### config.mk
export PLATFORM = sky130hd
export DESIGN_NAME = fb_read_scheduler
export DESIGN_NICKNAME = d
export VERILOG_FILES = /design/src/rtl/fbreader_pkg.sv /design/src/rtl/fb_line_addr_gen.sv /design/src/rtl/fb_read_scheduler.sv
export SDC_FILE = /design/constraint.sdc
export NUM_CORES = 1
export LEC_CHECK = 0
export ABC_CLOCK_PERIOD_IN_PS = 3150
export BUFFER_PORTS_ARGS = -buffer_cell sky130_fd_sc_hd__buf_4
export CORE_ASPECT_RATIO = 0.75
export CORE_MARGIN = 3
export CORE_UTILIZATION = 45
export DETAILED_ROUTE_END_ITERATION = 16
export PLACE_DENSITY_LB_ADDON = 0.08
export SYNTH_ARGS = -nofsm -noshare
export SYNTH_HDL_FRONTEND = slang
export SYNTH_SLANG_ARGS = --single-unit
### constraint.sdc
create_clock -name m00_axi_aclk -period 3.15 [get_ports m00_axi_aclk]
set_clock_uncertainty 0.15 [all_clocks]
set_input_delay 0.63 -clock m00_axi_aclk [delete_from_list [all_inputs] [get_ports m00_axi_aclk]]
set_output_delay 0.63 -clock m00_axi_aclk [all_outputs]
set_load 0.05 [all_outputs]
### src/rtl/fbreader_pkg.sv
// fbreader_pkg: shared constants and FSM encoding for the framebuffer read scheduler
package fbreader_pkg;
   localparam logic [31:0] FB0_BASE = 32'h8100_0000;
   localparam logic [31:0] FB1_BASE = 32'h8112_C000;
   localparam int LINE_BYTES = 2560;
   localparam int BURSTS_PER_LAYER = 5;
   localparam int BURST_LEN = 64;
   localparam logic [1:0] BURST_INCR = 2'b01;
   localparam logic [2:0] SIZE_8B = 3'b011;
   typedef enum logic [2:0] {IDLE, ARB, AR_FB, R_FB, AR_AUD, R_AUD} state_t;
endpackage

### src/rtl/fb_line_addr_gen.sv
// fb_line_addr_gen: byte address of one framebuffer burst from line index and burst index
module fb_line_addr_gen
   import fbreader_pkg::*;
(
   input  logic [8:0]  line,
   input  logic [3:0]  burst_idx,
   output logic [31:0] addr
);
   logic        layer1;
   logic [31:0] l, sub;
   always_comb begin
      layer1 = burst_idx >= 4'(BURSTS_PER_LAYER);
      l = {23'd0, line};
      sub = {28'd0, layer1 ? burst_idx - 4'(BURSTS_PER_LAYER) : burst_idx};
      addr = (layer1 ? FB1_BASE : FB0_BASE) + (l << 11) + (l << 9) + (sub << 9);
   end
endmodule

### src/rtl/fb_read_scheduler.sv
// fb_read_scheduler: AXI4 read-address sequencer interleaving framebuffer line bursts with audio bursts
module fb_read_scheduler
   import fbreader_pkg::*;
#(
   parameter int ID_WIDTH = 1
) (
   input  logic                m00_axi_aclk,
   input  logic                m00_axi_areset,
   input  logic                line_req,
   input  logic [8:0]          line_num,
   input  logic                aud_req,
   input  logic [31:0]         aud_addr,
   output logic                aud_ack,
   output logic [ID_WIDTH-1:0] m00_axi_arid,
   output logic [31:0]         m00_axi_araddr,
   output logic [7:0]          m00_axi_arlen,
   output logic [2:0]          m00_axi_arsize,
   output logic [1:0]          m00_axi_arburst,
   output logic                m00_axi_arvalid,
   input  logic                m00_axi_arready,
   input  logic                m00_axi_rvalid,
   input  logic                m00_axi_rlast,
   input  logic [1:0]          m00_axi_rresp,
   output logic                m00_axi_rready,
   output logic                lb_we,
   output logic [9:0]          lb_addr,
   output logic                aud_rvalid,
   output logic                line_done,
   output logic                busy,
   output logic                error
);
   state_t      state, state_n;
   logic [8:0]  line;
   logic [3:0]  burst_idx;
   logic [5:0]  beat;
   logic [31:0] fb_addr;
   logic        last_fb, beat_ok, last_beat, fb_end, accept, busy_n, aud_win, fb_win;

   fb_line_addr_gen u_addr (.line(line), .burst_idx(burst_idx), .addr(fb_addr));

   assign m00_axi_arlen = 8'(BURST_LEN - 1);
   assign m00_axi_arsize = SIZE_8B;
   assign m00_axi_arburst = BURST_INCR;
   assign m00_axi_arvalid = state == AR_FB || state == AR_AUD;
   assign m00_axi_rready = state == R_FB || state == R_AUD;
   assign aud_ack = state == AR_AUD && m00_axi_arready;
   assign beat_ok = m00_axi_rvalid && m00_axi_rready;
   assign lb_we = beat_ok && state == R_FB;
   assign aud_rvalid = beat_ok && state == R_AUD;
   assign lb_addr = {burst_idx, beat};
   assign last_beat = beat_ok && m00_axi_rlast;
   assign fb_end = lb_we && m00_axi_rlast && burst_idx == 4'(2 * BURSTS_PER_LAYER - 1);
   // a request landing on the final beat of a line is taken as the next line, not an overrun
   assign accept = line_req && (!busy || fb_end);
   assign busy_n = accept || (busy && !fb_end);
   assign aud_win = state == ARB && aud_req && (last_fb || !busy);
   assign fb_win = state == ARB && !aud_win && busy;

   always_comb begin
      state_n = state;
      case (state)
         IDLE:        state_n = busy || aud_req ? ARB : IDLE;
         ARB:         state_n = aud_win ? AR_AUD : fb_win ? AR_FB : IDLE;
         AR_FB:       state_n = m00_axi_arready ? R_FB : AR_FB;
         AR_AUD:      state_n = m00_axi_arready ? R_AUD : AR_AUD;
         R_FB, R_AUD: state_n = last_beat ? (busy_n || aud_req ? ARB : IDLE) : state;
         default:     state_n = IDLE;
      endcase
   end

   always_ff @(posedge m00_axi_aclk) begin
      if (m00_axi_areset) begin
         state <= IDLE;
         busy <= 1'b0;
         line <= '0;
         burst_idx <= '0;
         beat <= '0;
         last_fb <= 1'b0;
         error <= 1'b0;
         line_done <= 1'b0;
         m00_axi_araddr <= '0;
         m00_axi_arid <= '0;
      end else begin
         state <= state_n;
         busy <= busy_n;
         line_done <= fb_end;
         error <= error || (line_req && !accept) || (beat_ok && m00_axi_rresp != 2'b00);
         if (accept) line <= line_num;
         if (aud_win || fb_win) begin
            m00_axi_araddr <= aud_win ? aud_addr : fb_addr;
            m00_axi_arid <= ID_WIDTH'(aud_win);
            last_fb <= fb_win;
         end
         if (beat_ok) beat <= m00_axi_rlast ? 6'd0 : beat + 6'd1;
         if (accept || fb_end) burst_idx <= 4'd0;
         else if (lb_we && m00_axi_rlast) burst_idx <= burst_idx + 4'd1;
      end
   end
endmodule

==> results_dict.tcl <==
set metrics [dict create \
    setup_tns_ns 0 \
    postLayoutCellArea_um2 4390 \
    maxCapViolations 0 \
    io_buffers 100 \
    yosys-top-cells-area "dfxtp_1 37%, ha_1 6.6%, nor2_1 6.3%" \
    netSwitchingFraction_pct 33.4 \
    crit_path_max_incr_delay_ns 0.35 \
    cp_cell_sequence "inv_2, ha_2, nand2b_4, a21o_4, nor2_2, a21oi_1, ha_1, ha_4, buf_4, a211oi_1, o21ai_1, a21o_1, a21oi_1, o41ai_2" \
    postPlaceCellArea_um2 4040 \
    critPathMaxFanout 4 \
    cts_tree "built" \
    grt_pass1_vias 2699 \
    finalSetupViolCount 0 \
    period_needed_ns 3.01 \
    powerDensity_nw_per_um2 463 \
    initial_core_util_pct 46.9 \
    die-area_um2 8210 \
    cp_top_family "compound AO/OA/AOI/OAI gates" \
    utilization_pct 64.0 \
    synth.top_cell.area_share_pct 36.7 \
    fp.dieH_um 79.2 \
    p_clk_share_pct 33.9 \
    synth-edff-count 0 \
    nFillCells 607 \
    worst-path-buf-inv 2 \
    start_kind "flip-flop" \
    antenna_found_initial 0 \
    avgViaCountPerCell 5.16 \
    wl_mm 8.79 \
    worstPathRequired_ns 3.21 \
    finalHoldViolations 0 \
    synth-seq-cells 59 \
    p_switching_mw 0.678 \
    ys_types 51 \
    synthFlopType "dfxtp_1" \
    worst_pin_slew_ns 0.618 \
    ios 114 \
    p_seq_share_pct 40.6 \
    grt-ovfl-total 0 \
    track_usage_pct 20.7 \
    die_w_um 104 \
    intPower_mw 1.36 \
    synth_area_leader_cell "dfxtp_1" \
    critPathCaptureType "flip-flop" \
    first_iter_violations 110 \
    max_freq_ghz 0.333 \
    yosys_warnings 0 \
    first_pass_iters 5 \
    drcViolationCount 0 \
    power.total_mw 2.03 \
    seq_area_frac_synth_pct 36.7 \
    clk_path_buf_depth 2 \
    vdd_drop_max_mv 0.226 \
    clkTransAtPathRegs_ns 0.07 \
    cts_hold_buf 0 \
    hold_class "flip-flop to flip-flop" \
    grt_start_max_net_pins 55 \
    relSlewSlack_pct 58.7 \
    cts-buffers-inserted 9 \
    path_class "flip-flop to flip-flop" \
    diodes 0 \
    status "finished clean" \
    fin_crit_sh_pct 95.4 \
    postLayoutSetupSlackWorst_ns 0.144 \
    cp_slowest_cell "dfxtp_4" \
    gp_congestion 0.881 \
    cts_root_buffer "clkbuf_8" \
    synth_async_sr_flop_share_pct 0 \
    path_common_cell "a21oi_1" \
    core_region_area_um2 6860 \
    maxSlewViolCount 0 \
    arrival_ns 3.06 \
    avgSynthCellArea_um2 8.77 \
    layout-drive-gt1-share_pct 33.8 \
    rows 26 \
    cts_max_level 3 \
    combPwrFrac_pct 25.5 \
    avgRoutedWirePerCell_um 15.3 \
    syn_area_um2 3220 \
    area_growth_pct 36.6 \
    clock_latency_ns 0.34 \
    grt_pass1_wl_mm 13.6 \
    clock-sinks 59 \
    static-leakage-power_nw 1.98 \
    ant_nets 0 \
    dp_hpwl_mm 6.19 \
    preCtsSetupSlack_ns -0.113 \
    vias 2965 \
    layout.nets 545 \
    syn_inst 367 \
]
-- stage by stage --
stage	instances	hold slack, ns
5_1_grt	575	0.323
2_1_floorplan	378	0.290
3_3_place_gp	555	0.291
4_1_cts	575	0.317
3_5_place_dp	555	0.297
6_report	575	0.308
-- repair_timing --
item	4_1_cts	5_1_grt
setup endpoints to repair	6	8
resized for setup	10	18
pin swaps	9	10
setup buffers	4	0
-- worst register-to-register path, stage by stage (launching register included) --
cell	delay [ns]
dfxtp_4	0.35
inv_2	0.05
ha_2	0.17
nand2b_4	0.14
a21o_4	0.23
nor2_2	0.08
a21oi_1	0.04
ha_1	0.33
ha_4	0.19
buf_4	0.13
a211oi_1	0.30
o21ai_1	0.17
a21o_1	0.18
a21oi_1	0.25
o41ai_2	0.11
-- cell families (layout without fill, tap and decap cells) --
logic type | Yosys count | in the layout | synth area share, %
buffers and inverters | 50 | 149 | 8.21
multiplexers | 12 | 12 | 3.73
XOR/XNOR | 16 | 16 | 4.36
other | 2 | 13 | 0.233
flip-flops | 59 | 59 | 36.7
AND/OR/NAND/NOR | 109 | 109 | 15.8
adder cells (fa/ha/maj) | 23 | 23 | 10.3
AO/OA/AOI/OAI | 96 | 96 | 20.6
-- registers in the layout, summed over array words and instances, names as in the netlist --
name,flops
line_done,1
error,1
last_fb,1
m00_axi_arid,1
busy,1
state,3
m00_axi_araddr,32
burst_idx,4
line,9
beat,6
-- path summary, 6_finish.rpt --
| check | endpoint | from | cells past startpoint | slack (ns) |
|---|---|---|---|---|
| setup / recovery | m00_axi_araddr[15] | burst_idx[1] | 14 | 0.14 |
| hold / removal | m00_axi_araddr[16] | m00_axi_araddr[16] | 2 | 0.31 |
| setup reg to reg | m00_axi_araddr[15] | burst_idx[1] | 14 | 0.14 |
| hold reg to reg | m00_axi_araddr[16] | m00_axi_araddr[16] | 2 | 0.31 |
-- placed cells by master (no fill, tap or decap), drive strengths merged, types with 9 or more instances in the layout --
master  netlist  final
buf          22    115
dfxtp        59     59
nor2         56     56
nand2        24     24
a21oi        21     21
a22oi        18     18
inv          18     18
ha           17     17
conb          2     13
mux2i        12     12
o21ai        12     12
clkbuf       10     11
xor2          9      9
-- power groups by stage --
stage          sequential (mW)  combinational (mW)  clock, mW
6_report                 0.826               0.519      0.689
5_1_grt                  0.831               0.554      0.751
4_1_cts                  0.825               0.507      0.704
3_5_place_dp             0.841               0.503          0
3_3_place_gp             0.841               0.498          0
2_1_floorplan            0.936               0.262          0
-- cell type report --
cell class | count | area (um2) | area share [%]
clock buffer | 11 | 141 | 3.22
multi-input combinational | 269 | 1940 | 44.2
tap | 98 | 123 | 2.79
clock inverter | 5 | 52.6 | 1.20
timing repair buffer | 115 | 876 | 19.9
sequential | 59 | 1190 | 27.1
inverter | 18 | 67.6 | 1.54
-- Yosys cell counts, types with 2 or more instances --
cell type   n
and3_1      2
buf_4      17
a31oi_1     3
mux2i_1    12
xnor2_1     7
nand4_1     4
o22ai_1     8
dfxtp_1    59
nand3b_1    3
clkbuf_1   10
nor2b_1     2
xor2_1      9
nand3_1     6
a211oi_1    6
a22oi_1    18
a311oi_1    4
o221ai_1    3
conb_1      2
a2111oi_0   3
ha_1       17
nor3_1      3
buf_2       4
a21oi_1    21
a21o_1      5
nand2b_1    2
nand2_1    23
fa_1        6
nor2_2      2
inv_1      18
o21ai_0    11
a221oi_1    2
nor2_1     54
a21boi_0    3
-- layer usage --
metal  share of wire, %  GRT usage, %  up-vias
met5                  0             0        -
met4                1.2          6.24        0
met3                8.5          7.47       11
met2                 44          31.3      112
met1                 46          27.7     1358
li1                   -             -     1484
(Power assumes the default switching activity.)
